--- config.mk ---
export PLATFORM = sky130hd
export DESIGN_NAME = alu_seq_fx
export DESIGN_NICKNAME = d
export VERILOG_FILES = /design/src/rtl/alu_pkg.sv /design/src/rtl/alu_fx_rne_sat.sv /design/src/rtl/alu_seq_fx.sv
export SDC_FILE = /design/constraint.sdc
export NUM_CORES = 1
export LEC_CHECK = 0
export ABC_AREA = 0
export BUFFER_PORTS_ARGS = -buffer_cell sky130_fd_sc_hd__buf_2
export CAP_MARGIN = 20
export CELL_PAD_IN_SITES_DETAIL_PLACEMENT = 1
export CELL_PAD_IN_SITES_GLOBAL_PLACEMENT = 2
export CORE_MARGIN = 5
export CORE_UTILIZATION = 44
export DETAILED_ROUTE_END_ITERATION = 12
export HOLD_SLACK_MARGIN = 0.12
export PLACE_DENSITY = 0.95
export SETUP_SLACK_MARGIN = 0.5
export SYNTH_ARGS = -nofsm -noshare
export SYNTH_HDL_FRONTEND = slang
export SYNTH_SLANG_ARGS = --single-unit
--- constraint.sdc ---
create_clock -name i_clk -period 11.57 [get_ports i_clk]
set_input_delay 0.5785 -clock i_clk [delete_from_list [all_inputs] [get_ports i_clk]]
set_output_delay 0.5785 -clock i_clk [all_outputs]
set_load 0.01 [all_outputs]
--- src/rtl/alu_pkg.sv ---
// rtl/alu_pkg.sv - shared opcodes, FSM states and saturation limits for the fixed-point ALU
package alu_pkg;

    localparam int DEF_INT_W  = 6;
    localparam int DEF_FRAC_W = 10;

    localparam int OP_ADD     = 0;
    localparam int OP_SUB     = 1;
    localparam int OP_MUL     = 2;
    localparam int OP_MAC     = 3;
    localparam int OP_CLZ     = 4;
    localparam int OP_LFSR    = 5;
    localparam int OP_ACC_CLR = 6;
    localparam int OP_ACC_RD  = 7;

    typedef enum logic {
        ST_IDLE = 1'b0,
        ST_RUN  = 1'b1
    } state_t;

    // Largest positive value of a w-bit two's complement word
    function automatic logic signed [63:0] sat_hi(input int w);
        return (64'sd1 <<< (w - 1)) - 64'sd1;
    endfunction

    // Most negative value of a w-bit two's complement word
    function automatic logic signed [63:0] sat_lo(input int w);
        return -(64'sd1 <<< (w - 1));
    endfunction

endpackage

--- src/rtl/alu_fx_rne_sat.sv ---
// rtl/alu_fx_rne_sat.sv - round-to-nearest-even and saturate a wide product back to DATA_W
module alu_fx_rne_sat
    import alu_pkg::*;
#(
    parameter int DATA_W = 16,
    parameter int FRAC_W = 10
) (
    input  logic signed [2*DATA_W:0] prod,
    output logic        [DATA_W-1:0] res
);

    localparam int WW = 2 * DATA_W + 1;
    // One spare bit above the kept field so the rounding increment cannot wrap
    localparam int KW = WW - FRAC_W + 1;
    localparam logic signed [KW-1:0] HI   = KW'(sat_hi(DATA_W));
    localparam logic signed [KW-1:0] LO   = KW'(sat_lo(DATA_W));
    localparam logic [FRAC_W-1:0]    HALF = FRAC_W'(1) << (FRAC_W - 1);

    logic signed [KW-1:0]     kept;
    logic signed [KW-1:0]     rounded;
    logic        [FRAC_W-1:0] dropped;
    logic                     round_up;

    // Drop the fractional LSBs with ties going to the even neighbour, then clamp
    always_comb begin
        kept     = KW'(prod >>> FRAC_W);
        dropped  = prod[FRAC_W-1:0];
        round_up = (dropped > HALF) || ((dropped == HALF) && kept[0]);
        rounded  = kept + {{(KW-1){1'b0}}, round_up};
        if (rounded > HI) begin
            res = HI[DATA_W-1:0];
        end else if (rounded < LO) begin
            res = LO[DATA_W-1:0];
        end else begin
            res = rounded[DATA_W-1:0];
        end
    end

endmodule

--- src/rtl/alu_seq_fx.sv ---
// rtl/alu_seq_fx.sv - handshaked fixed-point ALU with MAC accumulator and iterative LFSR
module alu_seq_fx
    import alu_pkg::*;
#(
    parameter int                 INT_W     = DEF_INT_W,
    parameter int                 FRAC_W    = DEF_FRAC_W,
    parameter int                 DATA_W    = INT_W + FRAC_W,
    parameter int                 INST_W    = 4,
    parameter int                 STEP_W    = 8,
    parameter logic [DATA_W-1:0]  LFSR_TAPS = 16'hB400
) (
    input  logic                     i_clk,
    input  logic                     i_rst,
    input  logic                     i_valid,
    input  logic        [INST_W-1:0] i_inst,
    input  logic signed [DATA_W-1:0] i_data_a,
    input  logic signed [DATA_W-1:0] i_data_b,
    output logic                     o_busy,
    output logic                     o_valid,
    output logic        [DATA_W-1:0] o_data,
    output logic                     o_err
);

    localparam int                WW     = 2 * DATA_W + 1;
    localparam logic [DATA_W-1:0] SAT_HI = DATA_W'(sat_hi(DATA_W));
    localparam logic [DATA_W-1:0] SAT_LO = DATA_W'(sat_lo(DATA_W));

    state_t              state;
    logic [DATA_W-1:0]   acc;
    logic [DATA_W-1:0]   lfsr_q;
    logic [STEP_W-1:0]   cnt;

    logic signed [DATA_W:0] add_w;
    logic signed [DATA_W:0] sub_w;
    logic [DATA_W-1:0]      add_res;
    logic [DATA_W-1:0]      sub_res;
    logic signed [WW-1:0]   a_ext;
    logic signed [WW-1:0]   b_ext;
    logic signed [WW-1:0]   acc_ext;
    logic signed [WW-1:0]   prod_w;
    logic signed [WW-1:0]   mac_w;
    logic [DATA_W-1:0]      mul_res;
    logic [DATA_W-1:0]      mac_res;
    logic [DATA_W-1:0]      clz_res;
    logic [DATA_W-1:0]      lfsr_next;
    logic [STEP_W-1:0]      step_n;

    // Wide add/sub with overflow clamp, and the widened product/MAC operands
    always_comb begin
        add_w   = {i_data_a[DATA_W-1], i_data_a} + {i_data_b[DATA_W-1], i_data_b};
        sub_w   = {i_data_a[DATA_W-1], i_data_a} - {i_data_b[DATA_W-1], i_data_b};
        add_res = (add_w[DATA_W] != add_w[DATA_W-1]) ? (add_w[DATA_W] ? SAT_LO : SAT_HI)
                                                     : add_w[DATA_W-1:0];
        sub_res = (sub_w[DATA_W] != sub_w[DATA_W-1]) ? (sub_w[DATA_W] ? SAT_LO : SAT_HI)
                                                     : sub_w[DATA_W-1:0];
        a_ext   = {{(WW-DATA_W){i_data_a[DATA_W-1]}}, i_data_a};
        b_ext   = {{(WW-DATA_W){i_data_b[DATA_W-1]}}, i_data_b};
        acc_ext = {{(WW-DATA_W){acc[DATA_W-1]}}, acc};
        prod_w  = a_ext * b_ext;
        mac_w   = prod_w + (acc_ext <<< FRAC_W);
    end

    // Leading-zero count: the highest set bit wins because it is visited last
    always_comb begin
        clz_res = DATA_W'(DATA_W);
        for (int i = 0; i < DATA_W; i++) begin
            if (i_data_a[i]) begin
                clz_res = DATA_W'(DATA_W - 1 - i);
            end
        end
    end

    // One Fibonacci LFSR step and the requested step count
    always_comb begin
        lfsr_next = {lfsr_q[DATA_W-2:0], ^(lfsr_q & LFSR_TAPS)};
        step_n    = i_data_b[STEP_W-1:0];
    end

    alu_fx_rne_sat #(.DATA_W(DATA_W), .FRAC_W(FRAC_W)) u_mul_rne (
        .prod (prod_w),
        .res  (mul_res)
    );

    alu_fx_rne_sat #(.DATA_W(DATA_W), .FRAC_W(FRAC_W)) u_mac_rne (
        .prod (mac_w),
        .res  (mac_res)
    );

    // Control FSM: single-cycle ops issue from IDLE, LFSR iterates in RUN
    always_ff @(posedge i_clk or posedge i_rst) begin
        if (i_rst) begin
            state   <= ST_IDLE;
            acc     <= '0;
            lfsr_q  <= '0;
            cnt     <= '0;
            o_busy  <= 1'b0;
            o_valid <= 1'b0;
            o_data  <= '0;
            o_err   <= 1'b0;
        end else begin
            o_valid <= 1'b0;
            case (state)
                ST_IDLE: begin
                    if (i_valid && !o_busy) begin
                        o_valid <= 1'b1;
                        o_err   <= 1'b0;
                        case (i_inst)
                            INST_W'(OP_ADD):     o_data <= add_res;
                            INST_W'(OP_SUB):     o_data <= sub_res;
                            INST_W'(OP_MUL):     o_data <= mul_res;
                            INST_W'(OP_MAC): begin
                                o_data <= mac_res;
                                acc    <= mac_res;
                            end
                            INST_W'(OP_CLZ):     o_data <= clz_res;
                            INST_W'(OP_LFSR): begin
                                if (step_n == '0) begin
                                    o_data <= i_data_a;
                                end else begin
                                    o_valid <= 1'b0;
                                    lfsr_q  <= i_data_a;
                                    cnt     <= step_n;
                                    o_busy  <= 1'b1;
                                    state   <= ST_RUN;
                                end
                            end
                            INST_W'(OP_ACC_CLR): begin
                                o_data <= '0;
                                acc    <= '0;
                            end
                            INST_W'(OP_ACC_RD):  o_data <= acc;
                            default: begin
                                o_data <= '0;
                                o_err  <= 1'b1;
                            end
                        endcase
                    end
                end
                ST_RUN: begin
                    lfsr_q <= lfsr_next;
                    cnt    <= cnt - STEP_W'(1);
                    if (cnt == STEP_W'(1)) begin
                        o_data  <= lfsr_next;
                        o_valid <= 1'b1;
                        o_err   <= 1'b0;
                        o_busy  <= 1'b0;
                        state   <= ST_IDLE;
                    end
                end
                default: state <= ST_IDLE;
            endcase
        end
    end

endmodule

==> impl_metrics.json, run 1 <==
{
  "dr.pass1.iters": 7,
  "synth_top_cells_by_count": "inv_1 (376), fa_1 (265), nand2_1 (209)",
  "place_congestion": 0.928,
  "grtUsageTotal_pct": 29.2,
  "detailedRoute.firstIterationViolations": 1377,
  "timing.hold.ws_ns": 0.497,
  "yosys_most_used_dff": "dfrtp_1",
  "netlist.area_leader.share_pct": 29.8,
  "cts_stage_hold_buffer_count": 0,
  "place.port_buffers": 57,
  "fill_cells": 4879,
  "clk_latency_ns": 0.34,
  "grt_pass1_vias": 17800,
  "synth_cell_types": 87,
  "placedInstanceArea_um2": 18600,
  "endpoint_kind": "flip-flop",
  "n_antenna_cell": 0,
  "netlist_instances": 2178,
  "netlist.top_cell.by_area": "fa_1",
  "via_count": 16500,
  "final.setup_skew_ns": 0.00696,
  "cpLargestDelayFamily": "adder cells",
  "layout_min_cycle_time_ns": 10.53,
  "regToRegStartpoint": "acc[0]$_DFFE_PP0P_",
  "layout-drive-gt1-share_pct": 6.68,
  "syn-num-nets": 2623,
  "slew_headroom_pct": 33.0,
  "worst_ep_arrival_time_ns": 10.73,
  "post_synth.cell_area_avg_um2": 8.17,
  "avgViaCountPerCell": 6.09,
  "post-route-util_pct": 47.5,
  "highest_clock_frequency_the_design_can_meet_mhz": 94.9,
  "wire_length_of_the_first_global_routing_pass_mm": 102,
  "flow.area_growth_from_synthesis_pct": 6.60,
  "design.final.nets": 2625,
  "yosys_warnings": 0,
  "antenna_found_initial": 0,
  "yosysSeqAreaShare_pct": 8.43,
  "tritoncts": "yes",
  "cts-root-buf": "clkbuf_16",
  "htree_num_levels": 3,
  "placementRows": 73,
  "post-route-cell-area_um2": 19000,
  "finalSetupViolCount": 0,
  "setup.reg_to_reg.worst_slack_ns": 6.75,
  "post-dp-hpwl_mm": 54.3,
  "yosysMostFrequentCell": "inv_1",
  "worst_setup_hold_path_clk_slew_ns": 0.05,
  "cp_slowest_cell": "fa_1",
  "timing.critical_path.slowest_cell_delay_ns": 0.58,
  "grt_overflow_total": 0,
  "min-delay-path-class": "input pin to async pin",
  "timing.critical_path.required_ns": 11.77,
  "rr_endpoint": "o_data[8]$_DFFE_PP0P_",
  "clock_sink_count": 60,
  "ys_seq_elements": 60,
  "clockBufferDepth": 2,
  "synth.top_cells.by_area": "fa_1 (30%), ha_1 (9.9%), dfrtp_1 (8.4%)",
  "total_of_max_cap_violations": 0,
  "fin_crit_share_pct": 91.1,
  "ios": 58,
  "critical_path_start_type": "input pin",
  "timing_max_transition_violations_final": 0,
  "run_status": "complete, no violations",
  "remaining_drc_errors": 0,
  "vertical_die_dimension_um": 211,
  "floorplan.die_area_um2": 44600,
  "detail-route-antenna-nets": 0,
  "hold_viol_final": 0,
  "reg2reg_depth": 17,
  "timing_worst_setup_path_type": "input pin to flip-flop",
  "avgRoutedWirePerCell_um": 24.2,
  "tritoncts.num_buffers": 9,
  "crit_path_frequent_cell": "inv_1",
  "die_width_um": 211,
  "setup-tns-final_ns": 0,
  "async_flop_share_pct": 100,
  "netlist_area_um2": 17800,
  "pin_count_of_the_biggest_net_entering_global_routing": 61,
  "synth-edff-count": 0,
  "core_um2": 39900,
  "critical_path.n_buffers_inverters": 8,
  "rsz0062_at_grt": "no",
  "crit_path_max_fanout": 30,
  "wl_mm": 65.7,
  "tightest_slew_ns": 1.00,
  "starting_density_of_the_core_pct": 44.6
}
-- flip-flops by register name, summed over array words and instances, names as in the netlist --
name	count
o_err	1
cnt	8
o_data	16
acc	16
o_valid	1
o_busy	1
lfsr_q	16
state	1
-- worst min-delay path, delay by kind of cell --
family | cells | cell delay, ns
buf+inv | 3 | 0.76
-- per-layer routing --
| layer | up-vias | wire length, um | track usage, % | share of wire, % |
|---|---|---|---|---|
| li1 | 7249 | - | - | - |
| met1 | 8385 | 26700 | 38.3 | 41 |
| met2 | 670 | 31300 | 49.3 | 48 |
| met3 | 193 | 4780 | 4.07 | 7.3 |
| met4 | 0 | 2920 | 11.0 | 4.4 |
| met5 | - | 0 | 0 | 0 |
-- final cells by class --
type                    instances  area, um2  area share [%]
inverters                     378       1420            7.50
multi-input cells            1637      14500            76.5
clock inverters                 5       50.0           0.264
repair buffers                 94        569            3.00
clock buffers                  11        253            1.33
flip-flops and latches         60       1500            7.91
well taps                     525        657            3.46
-- stage by stage --
step	cells	setup slack (ns)
finish	2710	1.04
global route	2710	0.598
CTS	2706	0.540
detailed placement	2690	-0.0156
global placement	2690	0.532
floorplan	2178	1.72
-- worst max path at each step --
stage | slack (ns) | end | cells after the start | from
after floorplan | 1.72 | o_data[9]$_DFFE_PP0P_ | 38 | i_data_a[15]
after global placement | 0.53 | o_data[2]$_DFFE_PP0P_ | 34 | i_data_a[15]
after detailed placement | -0.02 | o_data[8]$_DFFE_PP0P_ | 34 | i_data_a[15]
after CTS | 0.54 | o_data[8]$_DFFE_PP0P_ | 35 | i_data_a[15]
after global routing | 0.60 | o_data[8]$_DFFE_PP0P_ | 35 | i_data_b[3]
final | 1.04 | o_data[8]$_DFFE_PP0P_ | 35 | i_data_b[3]
-- cell families (layout without fill, tap and decap cells) --
kind of cell	count (synthesis)	after routing	share of synthesized area (%)
AO/OA/AOI/OAI	470	470	18.0
XOR/XNOR	99	99	4.91
adder cells (fa/ha/maj)	406	406	39.7
buffers and inverters	481	488	10.3
flip-flops	60	60	8.43
multiplexers	5	5	0.281
AND/OR/NAND/NOR	657	657	18.3
-- placed cells by master, fill, tap and decap left out, types with 32 or more instances in the layout --
cell / count
a21oi_1: 124
fa_1: 264
buf_2: 56
nor3_1: 35
nand3_1: 45
buf_4: 36
and2_1: 84
o21ai_0: 78
xnor2_1: 63
xor2_1: 32
inv_1: 374
ha_1: 140
nor2_1: 120
dfrtp_1: 60
nand2_1: 209
-- timing repair --
action,4_1_cts,5_1_grt
gates resized for setup,3,11
pin swaps,0,3
endpoints found under the setup margin,15,31
buffers inserted,0,3
hold endpoints to repair,0,0
Power of run 1 is not shown: default switching activity piles up to over one toggle a cycle in this logic, so the estimate is an artifact.
==> run 2: changes to the inputs <==
CTS_BUF_LIST = sky130_fd_sc_hd__clkbuf_4   (was unset)
==> impl_metrics.json, run 2 (synthesis results as in run 1) <==
{
  "run_status": "complete, no violations",
  "design.final.nets": 2624,
  "grtUsageTotal_pct": 29.1,
  "timing.critical_path.required_ns": 11.86,
  "slew_headroom_pct": 31.8,
  "clk_latency_ns": 0.43,
  "placed_instances": 2690,
  "timing_worst_setup_path_type": "input pin to flip-flop",
  "detailedRoute.firstIterationViolations": 1391,
  "tightest_slew_ns": 1.02,
  "total_of_max_cap_violations": 0,
  "remaining_drc_errors": 0,
  "grt_overflow_total": 0,
  "core_um2": 39900,
  "tritoncts": "yes",
  "critical_path.startpoint": "i_data_b[3]",
  "top_library_cells_by_usage_in_the_layout_fill_and_taps_aside": "inv_1 (374), fa_1 (264), nand2_1 (209)",
  "ios": 58,
  "multiInputGateArea_um2": 14500,
  "crit_path_frequent_cell": "inv_1",
  "fin_crit_share_pct": 91.8,
  "layout.cells.most_common": "inv_1",
  "crit_path_max_fanout": 30,
  "clock_sink_count": 60,
  "min-delay-path-class": "input pin to async pin",
  "rr_endpoint": "o_data[8]$_DFFE_PP0P_",
  "place.port_buffers": 57,
  "die_width_um": 211,
  "cts_stage_hold_buffer_count": 0,
  "worst_ep_arrival_time_ns": 10.91,
  "dr.pass1.iters": 7,
  "highest_clock_frequency_the_design_can_meet_mhz": 94.2,
  "detail-route-antenna-nets": 0,
  "clockBufferDepth": 2,
  "avgViaCountPerCell": 6.05,
  "pre_cts_slack_ns": -0.0156,
  "antenna_found_initial": 1,
  "endpoint_kind": "flip-flop",
  "layout_min_cycle_time_ns": 10.62,
  "wire_length_of_the_first_global_routing_pass_mm": 102,
  "area.sequential_um2": 1500,
  "avgRoutedWirePerCell_um": 24.1,
  "worst_slack_ns": 0.951,
  "timing_max_transition_violations_final": 0,
  "fill_cells": 4898,
  "floorplan.die_area_um2": 44600,
  "starting_density_of_the_core_pct": 44.6,
  "via_count": 16400,
  "post-route-util_pct": 47.1,
  "regToRegStartpoint": "acc[1]$_DFFE_PP0P_",
  "final.setup_skew_ns": 0.0220,
  "cpLargestDelayFamily": "adder cells",
  "cts-root-buf": "clkbuf_4",
  "rsz0062_at_grt": "no",
  "flow.area_growth_from_synthesis_pct": 5.52,
  "placementRows": 73,
  "wl_mm": 65.3,
  "pin_count_of_the_biggest_net_entering_global_routing": 61,
  "finalSetupViolCount": 0,
  "critical_path.n_buffers_inverters": 8,
  "timing.hold.ws_ns": 0.394,
  "grt_pass1_vias": 17800,
  "reg_top3": "acc (16), lfsr_q (16), o_data (16)",
  "worst_setup_hold_path_clk_slew_ns": 0.13,
  "cp_slowest_cell": "fa_2",
  "hold_viol_final": 0,
  "htree_num_levels": 3,
  "reg2reg_depth": 15,
  "setup.reg_to_reg.worst_slack_ns": 6.72,
  "timing.critical_path.slowest_cell_delay_ns": 0.76,
  "place_congestion": 0.928,
  "tritoncts.num_buffers": 9,
  "critical_path_start_type": "input pin",
  "layout-drive-gt1-share_pct": 6.50,
  "finish.cell_count_without_fillers": 2710,
  "vertical_die_dimension_um": 211,
  "post-dp-hpwl_mm": 54.3
}
run 2: worst max-delay path by stage:
stage / to / slack, ns / cells past startpoint
4_1_cts: o_data[8]$_DFFE_PP0P_ / 0.56 / 34
2_1_floorplan: o_data[9]$_DFFE_PP0P_ / 1.72 / 38
3_5_place_dp: o_data[8]$_DFFE_PP0P_ / -0.02 / 34
3_3_place_gp: o_data[2]$_DFFE_PP0P_ / 0.53 / 34
5_1_grt: o_data[10]$_DFFE_PP0P_ / 0.50 / 35
6_report: o_data[8]$_DFFE_PP0P_ / 0.95 / 35
run 2: timing repair:
action,4_1_cts,5_1_grt
pin swaps,0,2
resized for setup,1,11
setup buffers,0,2
endpoints found under the setup margin,11,31
run 2: cell type report:
| type | instances | share of cell area (%) |
|---|---|---|
| well taps | 525 | 3.50 |
| multi-input cells | 1637 | 77.3 |
| clock inverters | 7 | 0.306 |
| inverters | 378 | 7.57 |
| diodes | 1 | 0.0133 |
| repair buffers | 93 | 2.99 |
| clock buffers | 9 | 0.360 |
| flip-flops and latches | 60 | 7.99 |
run 2: tightest hold or removal path: stages:
cell   delay [ns]
buf_2        0.11
inv_2        0.03
buf_4        0.62
run 2: per-layer routing:
layer / vias up / GRT usage, % / routed length, um
met1: 8326 / 38.1 / 26700
met3: 177 / 4.62 / 4640
met4: 0 / 10.9 / 2830
met5: - / 0 / 0
met2: 647 / 49.0 / 31100
li1: 7255 / - / -
run 2: metrics by stage:
| step | TNS (ns) | cell area, um2 |
|---|---|---|
| floorplan | 0 | 17800 |
| global placement | 0 | 18600 |
| detailed placement | -0.0156 | 18600 |
| CTS | 0 | 18700 |
| global route | 0 | 18800 |
| finish | 0 | 18800 |
Power of run 2 is left out for the same reason.
==> run 3: changes to the inputs <==
RECOVER_POWER = 100   (was unset)
==> impl_metrics.json, run 3 (synthesis results as in run 1) <==
{
  "crit_path_frequent_cell": "fa_1",
  "starting_density_of_the_core_pct": 44.6,
  "worst_hold_path.num_cells": 2,
  "clock_sink_count": 60,
  "run_status": "complete, but fails checks",
  "worst_ep_arrival_time_ns": 11.35,
  "die_width_um": 211,
  "design.final.nets": 2624,
  "placementRows": 73,
  "reg2reg_depth": 16,
  "post-route-cell-area_um2": 18700,
  "vertical_die_dimension_um": 211,
  "grtUsageTotal_pct": 29.1,
  "floorplan.die_area_um2": 44600,
  "grt_pass1_vias": 17800,
  "via_count": 16500,
  "failed_checks": "max-capacitance violations, max-slew violations",
  "cts_stage_hold_buffer_count": 0,
  "highest_clock_frequency_the_design_can_meet_mhz": 90.9,
  "detailedRoute.firstIterationViolations": 1338,
  "post-route-util_pct": 47.0,
  "rr_endpoint": "o_data[1]$_DFFE_PP0P_",
  "pin_count_of_the_biggest_net_entering_global_routing": 61,
  "layout.cells.most_common": "inv_1",
  "tritoncts": "yes",
  "finalSetupViolCount": 0,
  "layout-drive-gt1-share_pct": 5.31,
  "wire_length_of_the_first_global_routing_pass_mm": 102,
  "wl_mm": 65.4,
  "timing.critical_path.slowest_cell_delay_ns": 0.78,
  "critical_path_start_type": "input pin",
  "final.setup_skew_ns": 0.0181,
  "finish.cell_count_without_fillers": 2710,
  "reg_top3": "acc (16), lfsr_q (16), o_data (16)",
  "htree_num_levels": 3,
  "critical_path.startpoint": "i_data_b[5]",
  "multiInputGateArea_um2": 14500,
  "ios": 58,
  "fill_cells": 4906,
  "timing_worst_setup_path_type": "input pin to flip-flop",
  "placed_instances": 2690,
  "timing_max_transition_violations_final": 61,
  "total_of_max_cap_violations": 1,
  "setup-tns-final_ns": 0,
  "post-dp-hpwl_mm": 54.3,
  "cp_slowest_cell": "clkbuf_1",
  "min-delay-path-class": "flip-flop to flip-flop",
  "flow.area_growth_from_synthesis_pct": 5.29,
  "dr.pass1.iters": 6,
  "hold_viol_final": 0,
  "fin_crit_share_pct": 95.1,
  "setup.reg_to_reg.worst_slack_ns": 6.52,
  "worst_setup_hold_path_clk_slew_ns": 0.12,
  "placedInstanceArea_um2": 18600,
  "core_um2": 39900,
  "detail-route-antenna-nets": 0,
  "rsz0062_at_grt": "no",
  "tritoncts.num_buffers": 9,
  "endpoint_kind": "flip-flop",
  "crit_path_max_fanout": 30,
  "top_library_cells_by_usage_in_the_layout_fill_and_taps_aside": "inv_1 (375), fa_1 (264), nand2_1 (209)",
  "layout_min_cycle_time_ns": 11.01,
  "remaining_drc_errors": 0,
  "cts-root-buf": "clkbuf_4",
  "slew_headroom_pct": -135,
  "timing.critical_path.required_ns": 11.92,
  "clockBufferDepth": 2,
  "avgViaCountPerCell": 6.07,
  "place_congestion": 0.928,
  "grt_overflow_total": 0,
  "cp-endpoint": "o_data[1]$_DFFE_PP0P_",
  "regToRegStartpoint": "acc[0]$_DFFE_PP0P_",
  "clk_latency_ns": 0.43,
  "avgRoutedWirePerCell_um": 24.1,
  "antenna_found_initial": 1,
  "place.port_buffers": 57,
  "area.sequential_um2": 1500,
  "tightest_slew_ns": 3.52
}
[run 3: changes by cell type in the layout (fill, tap and decap cells not counted), sizes merged]
cell / previous run / this run
buf: 92 / 68
clkbuf: 10 / 34
clkinv: 7 / 8
inv: 376 / 375
[run 3: through the flow]
step / setup WS (ns) / hold WS (ns)
finish: 0.565 / 0.531
global route: 0.279 / 0.546
CTS: 0.562 / 0.396
detailed placement: -0.0156 / 0.513
global placement: 0.532 / 0.475
floorplan: 1.72 / 0.460
[run 3: worst min-delay path by stage]
| stage | start | slack [ns] | to |
|---|---|---|---|
| 3_5_place_dp | cnt[5]$_DFFE_PP0P_ | 0.51 | cnt[5]$_DFFE_PP0P_ |
| 6_report | cnt[5]$_DFFE_PP0P_ | 0.53 | cnt[5]$_DFFE_PP0P_ |
| 5_1_grt | i_inst[3] | 0.55 | o_err$_DFFE_PP0P_ |
| 2_1_floorplan | cnt[5]$_DFFE_PP0P_ | 0.46 | cnt[5]$_DFFE_PP0P_ |
| 4_1_cts | i_rst | 0.40 | lfsr_q[14]$_DFFE_PP0P_ |
| 3_3_place_gp | cnt[5]$_DFFE_PP0P_ | 0.48 | cnt[5]$_DFFE_PP0P_ |
[run 3: cell type report]
type	instances	share of cell area [%]
multi-input combinational	1637	77.4
tap	525	3.50
antenna	1	0.0134
inverter	378	7.59
clock buffer	9	0.361
sequential	60	8.01
timing repair buffer	93	2.80
clock inverter	7	0.307
[run 3: per-layer routing]
metal	global-route usage [%]	vias to the layer above	wire [um]	share of wire, %
met5	0	-	0	0
met4	10.9	0	2920	4.5
met3	4.62	191	4750	7.3
met2	49.0	661	31000	47
met1	38.1	8342	26700	41
li1	-	7262	-	-
[run 3: timing repair]
item | CTS | global route
endpoints found under the setup margin | 11 | 31
gates cloned | 0 | 0
buffers inserted | 0 | 2
endpoints found under the hold margin | 0 | 0
pin swaps | 0 | 2
resized for setup | 1 | 11
[run 3: critical path, delay by kind of cell]
kind                       cells  cell delay, ns
buffers and inverters          7            1.51
xor gates and xnor gates       1            0.30
adders and majority gates      9            4.38
AOI/OAI and AO/OA              8            2.21
and+or+nand+nor                8            2.35
Power of run 3 is left out for the same reason.
